`src/rtl/div_result_bcd.sv`:
```
// Result stage for the 4-bit divider: captures quotient/remainder/divisor and
// converts quotient and remainder to two-digit BCD by shift-add-3 over 5 cycles.
module div_result_bcd (
    input  logic       clk,
    input  logic       rst_n,
    input  logic       in_valid,
    output logic       in_ready,
    input  logic [3:0] q,
    input  logic [4:0] r,
    input  logic [3:0] y,
    output logic       out_valid,
    input  logic       out_ready,
    output logic [3:0] q_tens,
    output logic [3:0] q_ones,
    output logic [3:0] r_tens,
    output logic [3:0] r_ones,
    output logic       div_by_zero,
    output logic [1:0] dbg_state
);

    // Handshakes: a transfer happens on a rising edge where valid and ready are
    // both high; in_ready/out_valid depend only on the state register, and a
    // producer holds its data stable until the transfer edge.

    typedef enum logic [1:0] {
        IDLE = 2'd0,
        CONV = 2'd1,
        DONE = 2'd2
    } state_t;

    localparam logic [3:0] BLANK = 4'hF;

    state_t      state_q, state_d;
    logic [2:0]  cnt_q, cnt_d;
    logic [12:0] qsr_q, qsr_d;
    logic [12:0] rsr_q, rsr_d;
    logic [3:0]  q_tens_q, q_tens_d;
    logic [3:0]  q_ones_q, q_ones_d;
    logic [3:0]  r_tens_q, r_tens_d;
    logic [3:0]  r_ones_q, r_ones_d;
    logic        dbz_q, dbz_d;
    logic [12:0] qsr_nxt, rsr_nxt;

    // One double-dabble step on {tens[12:9], ones[8:5], bin[4:0]}.
    function automatic logic [12:0] dd_step(input logic [12:0] v);
        logic [3:0]  t;
        logic [3:0]  o;
        logic [12:0] w;
        t = v[12:9];
        o = v[8:5];
        if (o >= 4'd5) o = o + 4'd3;
        if (t >= 4'd5) t = t + 4'd3;
        w = {t, o, v[4:0]};
        return {w[11:0], 1'b0};
    endfunction

    assign qsr_nxt = dd_step(qsr_q);
    assign rsr_nxt = dd_step(rsr_q);

    always_comb begin
        state_d  = state_q;
        cnt_d    = cnt_q;
        qsr_d    = qsr_q;
        rsr_d    = rsr_q;
        q_tens_d = q_tens_q;
        q_ones_d = q_ones_q;
        r_tens_d = r_tens_q;
        r_ones_d = r_ones_q;
        dbz_d    = dbz_q;
        unique case (state_q)
            IDLE: begin
                if (in_valid) begin
                    if (y == 4'd0) begin
                        q_tens_d = BLANK;
                        q_ones_d = BLANK;
                        r_tens_d = BLANK;
                        r_ones_d = BLANK;
                        dbz_d    = 1'b1;
                        state_d  = DONE;
                    end else begin
                        qsr_d   = {8'b0, 1'b0, q};
                        rsr_d   = {8'b0, r};
                        cnt_d   = 3'd0;
                        dbz_d   = 1'b0;
                        state_d = CONV;
                    end
                end
            end
            CONV: begin
                qsr_d = qsr_nxt;
                rsr_d = rsr_nxt;
                if (cnt_q == 3'd4) begin
                    q_tens_d = qsr_nxt[12:9];
                    q_ones_d = qsr_nxt[8:5];
                    r_tens_d = rsr_nxt[12:9];
                    r_ones_d = rsr_nxt[8:5];
                    cnt_d    = 3'd0;
                    state_d  = DONE;
                end else begin
                    cnt_d = cnt_q + 3'd1;
                end
            end
            DONE: begin
                if (out_ready) state_d = IDLE;
            end
            default: state_d = IDLE;
        endcase
    end

    always_ff @(posedge clk) begin
        if (!rst_n) begin
            state_q  <= IDLE;
            cnt_q    <= 3'd0;
            qsr_q    <= 13'd0;
            rsr_q    <= 13'd0;
            q_tens_q <= 4'h0;
            q_ones_q <= 4'h0;
            r_tens_q <= 4'h0;
            r_ones_q <= 4'h0;
            dbz_q    <= 1'b0;
        end else begin
            state_q  <= state_d;
            cnt_q    <= cnt_d;
            qsr_q    <= qsr_d;
            rsr_q    <= rsr_d;
            q_tens_q <= q_tens_d;
            q_ones_q <= q_ones_d;
            r_tens_q <= r_tens_d;
            r_ones_q <= r_ones_d;
            dbz_q    <= dbz_d;
        end
    end

    assign in_ready    = (state_q == IDLE);
    assign out_valid   = (state_q == DONE);
    assign q_tens      = q_tens_q;
    assign q_ones      = q_ones_q;
    assign r_tens      = r_tens_q;
    assign r_ones      = r_ones_q;
    assign div_by_zero = dbz_q;
    assign dbg_state   = state_q;

endmodule
```
`config.mk`:
```
export PLATFORM = sky130hd
export DESIGN_NAME = div_result_bcd
export DESIGN_NICKNAME = d
export VERILOG_FILES = /design/src/rtl/div_result_bcd.sv
export SDC_FILE = /design/constraint.sdc
export NUM_CORES = 1
export LEC_CHECK = 0
export CAP_MARGIN = 20
export CORE_ASPECT_RATIO = 1.5
export CORE_MARGIN = 8
export CORE_UTILIZATION = 58
export CTS_BUF_LIST = sky130_fd_sc_hd__clkbuf_8
export DETAILED_ROUTE_END_ITERATION = 10
export PLACE_DENSITY = 0.83
export SLEW_MARGIN = 10
export SYNTH_ARGS = -nofsm -noshare
export SYNTH_HDL_FRONTEND = slang
export SYNTH_SLANG_ARGS = --single-unit
```
`constraint.sdc`:
```
create_clock -name clk -period 4.6 [get_ports clk]
set_input_delay 0.92 -clock clk [delete_from_list [all_inputs] [get_ports clk]]
set_output_delay 0.92 -clock clk [all_outputs]
set_load 0.01 [all_outputs]
```
Word level (Yosys, flattened, before mapping) --
Index checks and enable logic that the tools add are counted.
Cells by class: $lt $le $gt $ge 4, reductions and logical operators 7, eq/ne operators 8, add/subtract/negate cells 5, mux-type cells 30
Operators with widths (count):
- $mux W13 | 4
- $pmux W13 S2 | 2
- $mux W4 | 8
- $pmux W4 S2 | 4
- $ge A4 B3 Y1 const B | 4
- $mux W3 | 5
- $add A4 B2 Y4 const B | 2
- $mux W2 | 4
- $add A3 B2 Y3 const B | 2
- $ne A2 B2 Y1 const B | 3
- $pmux W2 S3 | 1
- $pmux W3 S2 | 1
- $reduce_and A3 Y1 | 2
- $logic_not A4 Y1 | 1
- $ne A2 B1 Y1 const B | 2
- $reduce_and A4 Y1 | 1
- $add A3 B1 Y3 const B | 1
- $eq A3 B3 Y1 const B | 1
- $eq A2 B1 Y1 const B | 1
- $eq A2 B2 Y1 const B | 1
- $logic_not A2 Y1 | 1
- $reduce_and A2 Y1 | 1
- $reduce_bool A2 Y1 | 1
- $mux W1 | 1
Word-level totals: output and inout port bits 21, logic and storage cells 63, input bits 17, bits in registers 48

Logic depth before layout (Yosys ltp) --
word-level depth 4, gate-level depth with buffers 7, mapped depth without buffers 6

Worst setup path before layout --
No wires, ideal clock.
path kind in2reg, from input port y[1], to register qsr_q[1], setup time 0.080 ns, cell stages on the path 5, path slack 2.635 ns, path buffers 2, required time 4.520 ns, data arrival time 1.885 ns, cells stage by stage o41ai_4 a21oi_2 buf_6 buf_8 a211oi_2
Between the ends: cells in the longest elaborated chain, start to end 3
Ends and longest elaborated chain:
- from (decl) | line 10 | input logic [3:0] y,
- $logic_not A4 Y1 | line 73 | if (y == 4'd0) begin
- $ne A2 B2 Y1 (no line)
- $reduce_and A3 Y1 (no line)
- to (signal assigned) | line 124 | qsr_q <= qsr_d;
- to (decl) | line 35 | logic [12:0] qsr_q, qsr_d;
Every way passes these cells. A chain may end at the register's enable or synchronous reset.

Final worst setup path --
from input port in_valid, to register qsr_q[10]
Between the ends: cells in the longest elaborated chain, start to end 2
Ends and longest elaborated chain:
- from (decl) | line 6 | input logic in_valid,
- $ne A2 B2 Y1 (no line)
- $reduce_and A3 Y1 (no line)
Every way passes these cells.

==> results.md <==
* Critical Path Sink Type: register
* Unique masters post-synth at 43
* Input/output buffers at 37
* Io pins at 38
* Area leader, netlist: dfxtp_1
* Initial DRC count at 86
* CTS clock-pin slew for the worst setup and hold paths at approximately 80 ps
* Hold_ws at 460 ps
* Final setup fails at 0
* VDD IR max at 0.258 mV
* CP max FO at 20
* Chip width at 66.1 µm
* Site row count at 27
* Flop2flop setup slack at 2180 ps
* PwrDens at 306 mW/mm²
* Ys async rst share at 0
* First-pass GRT wire length at 8000 µm
* Nets at 273
* Clk Latency, worst-skew pair at about 300 ps
* CTS Sinks at 48
* Synth top area share at 0.441
* Placed insts at 282
* Run status: finished clean
* Min-Delay Path Class: register to register
* Design Power at 0.000814 W
* CTS Buf Count at 5
* P_leak at between 0.9 and 1 nW
* Yosys warnings at 0
* DRC Markers at 0
* CTS tree: yes
* RSZ-0062 raised after global routing: no
* Area Overhead vs Synth at 22.2%
* Starting Density at 0.597
* Layout cell share with drive strength beyond 1 at 0.138
* Min cycle time layout at 2730 ps
* Setup TNS at 0 ps
* 1st-pass router iterations at 4
* Clock Skew at 8.02 ps
* H-Tree Depth at 2
* Final Wtd Congestion at 0.818
* Final wirelength at 4560 µm
* Layout Cells excl Fill at 290
* Vias per cell at about 5.8
* Max-capacitance violation count at 0
* Crit start category: primary input
* Clock Tree Buf Depth at 2
* DR WL/cell at 15.7 µm
* Final core occ at 0.730
* Top post-synthesis cells by area: dfxtp_1 (44%), ha_1 (5.7%), mux2i_1 (5.1%)
* Critical setup path kind: primary input to register
* HPWL Detailed at ~3400 µm
* Syn Area/Cell at about 10 µm²
* Initial antenna violation count at 0
* Cells after Synth at 209
* Critical path data arrival time at 2920 ps
* Core box area at 0.00365 mm²
* Cell with the most instances after synthesis: dfxtp_1
* Tot GR Track Use at 0.164
* Grt ovf at 0
* Die area at 0.00602 mm²
* Number of synthesized flops with an enable pin at 0
* Chip Height at 91.1 µm
* Largest net degree at the start of global routing at 21
* Synth top cells by count: dfxtp_1 (48), inv_1 (13), a21oi_1 (12), nor2_1 (12), mux2i_1 (11)
* Via count at 1,696
* Worst path required time at 4790 ps
* Final worst path period share at 0.593
* Root Buffer: clkbuf_8
* Routed Antenna Nets at 0
* Hold_buf cts at 0
* Vias in the first global route at 1,808
* Post-synthesis register bit count at 48
* Fmax at 367 MHz
* PostCTS Resize Cnt at 0
* Max Slew Vio Count at 0
* Net count after synthesis at between 200 and 250
* Cell Area, Synth at 0.00218 mm²
* Sequential fraction of the synthesis area at 0.441
* Commonest register cell after synthesis: dfxtp_1
* Post-CTS setup buffer count at 0
* Final hold vios at 0
* Least-Margin Pin Slew at approximately 1000 ps
* Antenna diodes at 0
* Slew headroom at 0.300
==> path summary, 6_finish.rpt <==
path | from | endpoint | cells past startpoint
setup / recovery | in_valid | qsr_q[10] | 5
hold / removal | div_by_zero | div_by_zero | 2
setup reg to reg | dbg_state[0] | qsr_q[10] | 4
hold reg to reg | div_by_zero | div_by_zero | 2
==> layer usage <==
| metal | GRT usage | part of all wire |
|---|---|---|
| met1 | 0.174 | 0.42 |
| met5 | 0 | 0 |
| met2 | 0.291 | 0.52 |
| met4 | 0.0769 | 0.014 |
| met3 | 0.0394 | 0.046 |
==> logic make-up after synthesis <==
logic type / count (synthesis) / synth area share
AOI/OAI and AO/OA: 65 / 0.258
DFF: 48 / 0.441
and+or+nand+nor: 47 / 0.118
buffers and inverters: 23 / 0.0534
muxes: 12 / 0.0557
adders and majority gates: 10 / 0.0574
xor gates and xnor gates: 4 / 0.0161
==> through the flow <==
stage               instance area, µm²  setup slack (ps)
floorplan                         2180              2630
global placement                  2550              1600
detailed placement                2550              1540
CTS                               2660              1870
global route                      2660              1740
finish                            2660              1870
==> sequential cells by signal, summed over array words and instances, names as in the netlist <==
signal       count
dbg_state        2
q_tens           4
div_by_zero      1
cnt_q            3
q_ones           4
r_tens           4
rsr_q           13
qsr_q           13
r_ones           4
==> worst max-delay path, stage by stage <==
cell and delay (ps):
clkdlybuf4s50_1 550, o41ai_4 130, a21oi_2 810, nor2_4 210
a22o_1 300
==> area by class of cell <==
cell class | instances | area, µm²
Clock inverter | 3 | 38.8
Clock buffer | 5 | 68.8
Tap cell | 43 | 53.8
Fill cell | 281 | 986
Multi-Input combinational cell | 138 | 1100
Timing Repair Buffer | 39 | 385
Inverter | 14 | 52.6
Sequential cell | 48 | 961
==> power breakdown <==
group | internal, W | total [W] | switching [W]
logic | 0.0000414 | 0.0000833 | 0.0000418
clock network | 0.000159 | 0.000293 | 0.000134
registers | 0.000428 | 0.000438 | 0.0000104
==> layout by cell type (no fill, tap or decap), types with 2 or more instances in the layout <==
cell and count:
nand3_1 6, clkdlybuf4s50_1 37, a221oi_1 5, nand2_1 7, o2bb2ai_1 7, o221a_2 9, ha_1 10, a211oi_2 7
a21oi_1 12, a21boi_0 2, a22o_1 10, nor3b_1 6, o21ai_0 3, nand2b_1 5, buf_4 2, nor2b_1 2
inv_1 14, dfxtp_1 48, mux2i_1 11, clkbuf_8 5, a31oi_1 3, nor2_1 12, xnor2_1 4
(Power assumes the default switching activity.)
